**src/rtl/cross_bar_slave_sched_if.sv**
```systemverilog
// cross_bar_slave_sched_if: master-side and slave-side handshake bundle for one slave-port scheduler
interface cross_bar_slave_sched_if #(
  parameter int MASTER_N = 4,
  parameter int RD_DEPTH = 4
);
  localparam int IDX_W = MASTER_N > 1 ? $clog2(MASTER_N) : 1;
  localparam int CNT_W = $clog2(RD_DEPTH) + 1;
  logic [MASTER_N-1:0] m_req;
  logic [MASTER_N-1:0] m_cmd;
  logic [MASTER_N-1:0] m_ack;
  logic [MASTER_N-1:0] m_resp;
  logic [IDX_W-1:0]    sel_master;
  logic [IDX_W-1:0]    resp_master;
  logic                s_req;
  logic                s_cmd;
  logic                s_ack;
  logic                s_resp;
  logic [CNT_W-1:0]    rd_outstanding;
  logic                err_unexp_resp;
  modport slave (
    input  m_req, m_cmd, s_ack, s_resp,
    output m_ack, sel_master, s_req, s_cmd, m_resp, resp_master, rd_outstanding, err_unexp_resp
  );
  modport master (
    output m_req, m_cmd, s_ack, s_resp,
    input  m_ack, sel_master, s_req, s_cmd, m_resp, resp_master, rd_outstanding, err_unexp_resp
  );
endinterface

```
**src/rtl/cross_bar_slave_sched.sv**
```systemverilog
// cross_bar_slave_sched: round-robin grant of one slave port plus in-order read-response routing
module cross_bar_slave_sched #(
  parameter int MASTER_N = 4,
  parameter int RD_DEPTH = 4
) (
  input  logic                     clk,
  input  logic                     aresetn,
  cross_bar_slave_sched_if.slave   bus
);
  localparam int IDX_W = MASTER_N > 1 ? $clog2(MASTER_N) : 1;
  localparam int PTR_W = $clog2(RD_DEPTH);
  localparam int CNT_W = PTR_W + 1;
  localparam logic [CNT_W-1:0] FULL = CNT_W'(RD_DEPTH);
  localparam logic [IDX_W-1:0] LAST = IDX_W'(MASTER_N - 1);
  typedef enum logic {IDLE, BUSY} state_t;
  state_t              state_q, state_d;
  logic [IDX_W-1:0]    ptr_q, ptr_d, sel_q, sel_d, last_q, last_d;
  logic [IDX_W-1:0]    fifo_q [RD_DEPTH];
  logic [PTR_W-1:0]    wr_q, wr_d, rd_q, rd_d;
  logic [CNT_W-1:0]    cnt_q, cnt_d;
  logic                err_q, err_d;
  logic [MASTER_N-1:0] elig;
  logic [IDX_W-1:0]    pick, cand, head;
  logic                found, accept, push, pop, empty;
  assign empty  = cnt_q == '0;
  assign head   = fifo_q[rd_q];
  assign accept = state_q == BUSY && bus.s_ack;
  assign push   = accept && !bus.m_cmd[sel_q];
  assign pop    = bus.s_resp && !empty;
  // occupancy never exceeds FULL, so "not full" is the same as "below RD_DEPTH"
  assign elig   = bus.m_req & (bus.m_cmd | {MASTER_N{cnt_q != FULL}});
  always_comb begin
    found = 1'b0;
    pick  = ptr_q;
    cand  = '0;
    for (int k = 0; k < MASTER_N; k++) begin
      cand = IDX_W'((int'(ptr_q) + k) % MASTER_N);
      if (!found && elig[cand]) begin
        found = 1'b1;
        pick  = cand;
      end
    end
  end
  always_comb begin
    state_d = state_q;
    sel_d   = sel_q;
    ptr_d   = ptr_q;
    state_d = accept ? IDLE : (state_q == IDLE && found) ? BUSY : state_q;
    sel_d   = (state_q == IDLE && found) ? pick : sel_q;
    ptr_d   = accept ? ((sel_q == LAST) ? '0 : sel_q + 1'b1) : ptr_q;
  end
  always_comb begin
    wr_d   = push ? wr_q + 1'b1 : wr_q;
    rd_d   = pop ? rd_q + 1'b1 : rd_q;
    cnt_d  = cnt_q + CNT_W'(push) - CNT_W'(pop);
    err_d  = err_q | (bus.s_resp & empty);
    last_d = pop ? head : last_q;
  end
  always_ff @(posedge clk or negedge aresetn) begin
    if (!aresetn) begin
      state_q <= IDLE;
      ptr_q   <= '0;
      sel_q   <= '0;
      last_q  <= '0;
      wr_q    <= '0;
      rd_q    <= '0;
      cnt_q   <= '0;
      err_q   <= 1'b0;
    end else begin
      state_q <= state_d;
      ptr_q   <= ptr_d;
      sel_q   <= sel_d;
      last_q  <= last_d;
      wr_q    <= wr_d;
      rd_q    <= rd_d;
      cnt_q   <= cnt_d;
      err_q   <= err_d;
    end
  end
  // storage needs no reset: entries are only read while occupancy says they are valid
  always_ff @(posedge clk) begin
    if (push) fifo_q[wr_q] <= sel_q;
  end
  assign bus.m_ack          = accept ? MASTER_N'(1) << sel_q : '0;
  assign bus.sel_master     = sel_q;
  assign bus.s_req          = state_q == BUSY;
  assign bus.s_cmd          = state_q == BUSY && bus.m_cmd[sel_q];
  assign bus.m_resp         = pop ? MASTER_N'(1) << head : '0;
  assign bus.resp_master    = pop ? head : last_q;
  assign bus.rd_outstanding = cnt_q;
  assign bus.err_unexp_resp = err_q;
endmodule

```
**src/flat_wrapper.sv**
```systemverilog
// flat-port wrapper written by rule: the top's interface ports become plain ports
module cross_bar_slave_sched_flat 
#(
  parameter int MASTER_N = 4,
  parameter int RD_DEPTH = 4
)
  (clk, aresetn, bus_m_req, bus_m_cmd, bus_s_ack, bus_s_resp, bus_m_ack, bus_sel_master, bus_s_req, bus_s_cmd, bus_m_resp, bus_resp_master, bus_rd_outstanding, bus_err_unexp_resp);
  cross_bar_slave_sched_if #(.MASTER_N(MASTER_N), .RD_DEPTH(RD_DEPTH)) bus_i ();
  input  logic clk;
  input  logic aresetn;
  input wire logic [$bits(bus_i.m_req)-1:0] bus_m_req;
  input wire logic [$bits(bus_i.m_cmd)-1:0] bus_m_cmd;
  input wire logic [$bits(bus_i.s_ack)-1:0] bus_s_ack;
  input wire logic [$bits(bus_i.s_resp)-1:0] bus_s_resp;
  output wire logic [$bits(bus_i.m_ack)-1:0] bus_m_ack;
  output wire logic [$bits(bus_i.sel_master)-1:0] bus_sel_master;
  output wire logic [$bits(bus_i.s_req)-1:0] bus_s_req;
  output wire logic [$bits(bus_i.s_cmd)-1:0] bus_s_cmd;
  output wire logic [$bits(bus_i.m_resp)-1:0] bus_m_resp;
  output wire logic [$bits(bus_i.resp_master)-1:0] bus_resp_master;
  output wire logic [$bits(bus_i.rd_outstanding)-1:0] bus_rd_outstanding;
  output wire logic [$bits(bus_i.err_unexp_resp)-1:0] bus_err_unexp_resp;
  assign bus_i.m_req = bus_m_req;
  assign bus_i.m_cmd = bus_m_cmd;
  assign bus_i.s_ack = bus_s_ack;
  assign bus_i.s_resp = bus_s_resp;
  assign bus_m_ack = bus_i.m_ack;
  assign bus_sel_master = bus_i.sel_master;
  assign bus_s_req = bus_i.s_req;
  assign bus_s_cmd = bus_i.s_cmd;
  assign bus_m_resp = bus_i.m_resp;
  assign bus_resp_master = bus_i.resp_master;
  assign bus_rd_outstanding = bus_i.rd_outstanding;
  assign bus_err_unexp_resp = bus_i.err_unexp_resp;
  cross_bar_slave_sched #(.MASTER_N(MASTER_N), .RD_DEPTH(RD_DEPTH)) u_core (.clk(clk), .aresetn(aresetn), .bus(bus_i));
endmodule
```
**config.mk**
```make
export PLATFORM = sky130hd
export DESIGN_NAME = cross_bar_slave_sched_flat
export DESIGN_NICKNAME = d
export VERILOG_FILES = /design/src/rtl/cross_bar_slave_sched_if.sv /design/src/rtl/cross_bar_slave_sched.sv /design/src/flat_wrapper.sv
export SDC_FILE = /design/constraint.sdc
export NUM_CORES = 1
export LEC_CHECK = 0
export CORE_MARGIN = 4
export CORE_UTILIZATION = 35
export CTS_CLUSTER_SIZE = 24
export DETAILED_ROUTE_END_ITERATION = 8
export GPL_TIMING_DRIVEN = 0
export PLACE_DENSITY_LB_ADDON = 0.12
export SETUP_SLACK_MARGIN = 0.02
export SLEW_MARGIN = 20
export SYNTH_ARGS = -nofsm -noshare
export SYNTH_HDL_FRONTEND = slang
export SYNTH_SLANG_ARGS = --single-unit
```
**constraint.sdc**
```tcl
create_clock -name clk -period 2.5 [get_ports clk]
set_input_delay 0.5 -clock clk [delete_from_list [all_inputs] [get_ports clk]]
set_output_delay 0.5 -clock clk [all_outputs]
set_load 0.02 [all_outputs]
```
Word level (Yosys, flattened, before mapping):

Memory sizes are Yosys's and may differ from the RTL's.
Index checks and enable logic that the tools add are counted.

* register bits after elaboration: 15
* RAM bits: 8
* memories: 1
* input bits: 12

* equality and inequality tests: 2
* muxes and demuxes: 25
* bitwise logic cells: 5
* shift-type cells: 2
* $lt $le $gt $ge: 5
* reductions and logical operators: 15
* add/sub/neg operators: 8

Memories
* u_core.fifo_q: words 4, width 2, read ports 1, clocked after Yosys merged registers in 0, wr ports 1, line cross_bar_slave_sched.sv:18 `logic [IDX_W-1:0] fifo_q [RD_DEPTH];`

Operators by type and width (number)
* < comparator 2 x 3 -> 1 bit, second input constant: 5
* two-way mux 1 bit: 13
* binary-select mux 1 bit (select 2 bit): 5
* two-way mux 2 bit: 5
* adder 2 x 1 -> 2 bit, second input constant: 4
* logical AND 1 bit: 8
* two-way mux 4 bit: 2
* left shift 1 x 2 -> 4 bit, first input constant: 2
* zero test 1 bit: 5
* adder 2 bit, second input constant: 2
* bitwise AND 4 bit: 1
* OR 4 bit: 1
* adder 3 x 1 -> 3 bit: 1
* zero test 3 bit: 1
* inequality test 3 bit, second input constant: 1
* subtractor 3 x 1 -> 3 bit: 1
* == test 2 bit, second input constant: 1
* nonzero test 2 bit: 1
* bitwise AND 1 bit: 1
* NOT 1 bit: 1
* OR 1 bit: 1

Logic depth before layout (Yosys ltp):

* depth after elaboration: 18
* depth in mapped cells: 10
* depth with buffers taken out: 10

Worst setup path after synthesis:

No wires, ideal clock.

* kind: register -> register
* from: register u_core.sel_q[0], in the netlist u_core.bus.sel_master[0]
* to: register u_core.cnt_q[2], in the netlist u_core.bus.rd_outstanding[2]
* buffers on the path: 0
* data required time: 2.370 ns
* cell stages (with the launch flop): 8
* period minus slack after synthesis: 2.314 ns
* library setup time: 0.130 ns
* path slack: 0.186 ns
* arrival: 2.184 ns
* path through: dfrtp_1 -> mux4_2 -> nor2_2 -> ha_1 -> inv_1 -> fa_1 -> xnor2_1 -> xnor2_1

* longest elaborated chain between the ends: 6

Ends and longest elaborated chain
* from (decl): line cross_bar_slave_sched.sv:17 `logic [IDX_W-1:0] ptr_q, ptr_d, sel_q, sel_d, last_q, last_d;`
* from (signal assigned): line cross_bar_slave_sched.sv:72 `sel_q <= sel_d;`
* binary-select mux 1 bit (select 2 bit): line cross_bar_slave_sched.sv:28 `assign push = accept && !bus.m_cmd[sel_q];`
* two-way mux 1 bit (not written as such): line cross_bar_slave_sched.sv:28
* zero test 1 bit: line cross_bar_slave_sched.sv:28
* logical AND 1 bit: line cross_bar_slave_sched.sv:28
* named net u_core.push: line cross_bar_slave_sched.sv:24 `logic found, accept, push, pop, empty;`
* adder 3 x 1 -> 3 bit: line cross_bar_slave_sched.sv:55 `cnt_d = cnt_q + CNT_W'(push) - CNT_W'(pop);`
* subtractor 3 x 1 -> 3 bit: line cross_bar_slave_sched.sv:55
* named net u_core.cnt_d[2]: line cross_bar_slave_sched.sv:20 `logic [CNT_W-1:0] cnt_q, cnt_d;`
* to (signal assigned): line cross_bar_slave_sched.sv:76 `cnt_q <= cnt_d;`
* to (decl): line cross_bar_slave_sched.sv:20

The timed path passes the listed nets, and every way through them passes these cells. The select of a mux whose other input is x is not followed.
A chain may end at the register's enable or synchronous reset.

Final worst setup path:

* from: input port bus_m_cmd[3]
* to: register u_core.cnt_q[2], in the netlist u_core.bus.rd_outstanding[2]

* longest elaborated chain between the ends: 6

Ends and longest elaborated chain
* from (decl): line flat_wrapper.sv:12 `input wire logic [$bits(bus_i.m_cmd)-1:0] bus_m_cmd;`
* binary-select mux 1 bit (select 2 bit): line cross_bar_slave_sched.sv:28
* two-way mux 1 bit (not written as such): line cross_bar_slave_sched.sv:28
* zero test 1 bit: line cross_bar_slave_sched.sv:28
* logical AND 1 bit: line cross_bar_slave_sched.sv:28
* named net u_core.push: line cross_bar_slave_sched.sv:24
* adder 3 x 1 -> 3 bit: line cross_bar_slave_sched.sv:55
* subtractor 3 x 1 -> 3 bit: line cross_bar_slave_sched.sv:55
* named net u_core.cnt_d[2]: line cross_bar_slave_sched.sv:20

The timed path passes the listed nets, and every way through them passes these cells. The select of a mux whose other input is x is not followed.

==> results.tsv <==
metric	value	unit
cts-buffers-inserted	3	
drc_errors	0	
yosys_warnings	0	
setup_viol	0	
worst_slew_pin_slew	728	ps
vias	881	
grt_pass1_vias	887	
grt_remaining_overflow	0	
h-tree-depth	1	
wl	2410	microns
place_ws	-321	ps
synth-edff-count	8	
startpoint_type	primary input	
drv_slew	0	
synth_top_area_cell	dfrtp_1	
min_path_type	flip-flop to flip-flop	
ys_seq_elements	23	
skew	5.66	ps
synth_area_per_cell	11.9	sq um
ys_dominant_reg_cell	dfrtp_1	
synth_top_area_frac	0.304	
synthArstFlopShare	0.652	
io_pins	30	
crit_fanout	8	
hold_violations	0	
post-route-period-util	0.947	
antenna_found_initial	0	
drtAntennaViolNets	0	
synth_area_leaders	dfrtp_1, edfxtp_1, ha_1, mux4_2, nand2_1	
setup.worst_path.end_class	flip-flop	
gp_congestion	0.736	
synth.distinct_cells	33	
p_leak	0.690	nW
peakVddDrop	0.000440	V
synth.top_cells.by_count	dfrtp_1, nand2_1, ha_1, inv_1, edfxtp_1	
period_needed	2370	ps
synth_area	1230	sq um
drive_gt1_frac	0.139	
num_rows	21	
port_buffers	29	
wl_per_cell	13.2	microns
grt_setup_unrepaired	false	
crit_arrival	2610	ps
area_delta_synth_final	31.3	%
grt_first_pass_wirelength	4080	microns
core_area	3360	sq um
die_x	67.4	microns
fmax	422	MHz
insertion_delay	310	ps
drt_iter0_markers	26	
whs_path_depth	1	
post-synth-top-count-cell	dfrtp_1	
clock-root-buffer	clkbuf_4	
grt_start_max_net_pins	16	
layout_setup_ws	132	ps
cts_max_path_buffers	2	
path_clk_slew	120	ps
outcome	complete, no violations	
slew_headroom	0.513	
initial_core_util	0.367	
maxCapViolations	0	
antenna_cells	0	
die_area	4540	sq um
dp_hpwl	1850	microns
vias_per_cell	4.81	
powerDensity	1080	nW/um^2
syn-num-nets	127	
nNetsFinal	161	
syn_inst	104	
finalPower	1.75	mW
die_h	67.4	microns
drtPass1Iterations	4	
worstPathRequired	2740	ps
yosysSeqAreaShare	0.499	
cts_sinks	23	
crit_type	primary input to flip-flop	
cts_tree	built	
grt.total_usage	0.121	
reg2reg_depth	7	
path summary, 6_finish.rpt:
path	from	to	slack, ps
setup / recovery	bus_m_cmd[3]	u_core.bus.rd_outstanding[2]$_DFF_PN0_	130
max in group asynchronous	aresetn	u_core.bus.sel_master[1]$_DFFE_PN0P_	1390
setup reg to reg	u_core.bus.sel_master[0]$_DFFE_PN0P_	u_core.bus.rd_outstanding[2]$_DFF_PN0_	250
min in group asynchronous	aresetn	u_core.last_q[0]$_DFF_PN0_	610
hold reg to reg	u_core.bus.err_unexp_resp$_DFF_PN0_	u_core.bus.err_unexp_resp$_DFF_PN0_	470
hold / removal	u_core.bus.err_unexp_resp$_DFF_PN0_	u_core.bus.err_unexp_resp$_DFF_PN0_	470
cell families after synthesis:
family | after synthesis | synth area share
fa+ha+maj | 11 | 0.118
flops | 23 | 0.499
xor+xnor | 5 | 0.0355
simple gates | 32 | 0.135
mux | 4 | 0.0639
buf+inv | 10 | 0.0304
compound gates | 19 | 0.119
area by class of cell:
cell class | instances | area [sq um]
fillers | 344 | 1740
repair buffers | 29 | 279
inverters | 10 | 37.5
clock inverters | 1 | 5.00
well taps | 46 | 57.6
clock buffers | 3 | 22.5
multi-input cells | 71 | 598
flip-flops and latches | 23 | 621
worst max-delay path, cell delays in order:
cell and delay, ps:
clkdlybuf4s50_1 460, mux4_2 550, nor2_4 190, ha_1 170, inv_1 40, fa_1 370, xnor2_1 180, xnor2_1 130
flip-flops by register name (all words and copies together), names as in the netlist:
name and cells:
u_core.bus.err_unexp_resp 1, u_core.bus.rd_outstanding 3, u_core.bus.s_req 1, u_core.bus.sel_master 2
u_core.fifo_q 8, u_core.last_q 2, u_core.ptr_q 2, u_core.rd_q 2
u_core.wr_q 2
metrics by stage:
stage	instances	utilization	instance area [sq um]	hold slack, ps	TNS, ps
finish	183	0.482	1620	473	0
global route	183	0.482	1620	492	0
CTS	183	0.478	1610	478	0
detailed placement	179	0.470	1580	449	-1060
global placement	179	0.470	1580	437	-1110
floorplan	104	-	1230	204	0
metal layers:
metal  track usage  wire length (microns)  part of all wire
met1         0.158                   1130              0.47
met2         0.195                   1110              0.46
met3        0.0283                    154             0.064
met4        0.0456                     14            0.0058
met5             0                      0                 0
where the power goes:
group          internal, mW  leakage, nW  switching (mW)
logic                 0.428        0.430           0.440
registers             0.551        0.243           0.165
clock network        0.0597       0.0177           0.110
total                  1.04        0.690           0.714
layout by cell type, fill, tap and decap left out, types with 2 or more instances in the layout:
cell	instances
clkbuf_4	3
nor2_1	2
and2_1	5
clkdlybuf4s50_1	22
dfrtp_2	4
ha_1	10
o21ai_0	2
o21ai_1	3
dlygate4sd2_1	5
edfxtp_1	8
and3_1	5
dfrtp_1	11
xnor2_1	5
mux4_2	3
inv_1	10
nand2_1	13
repair_timing:
action / 4_1_cts / 5_1_grt
setup endpoints to repair: 8 / 7
gates resized for setup: 11 / 7
hold buffers: 0 / 0
setup buffers: 0 / 0
(Power assumes the default switching activity.)
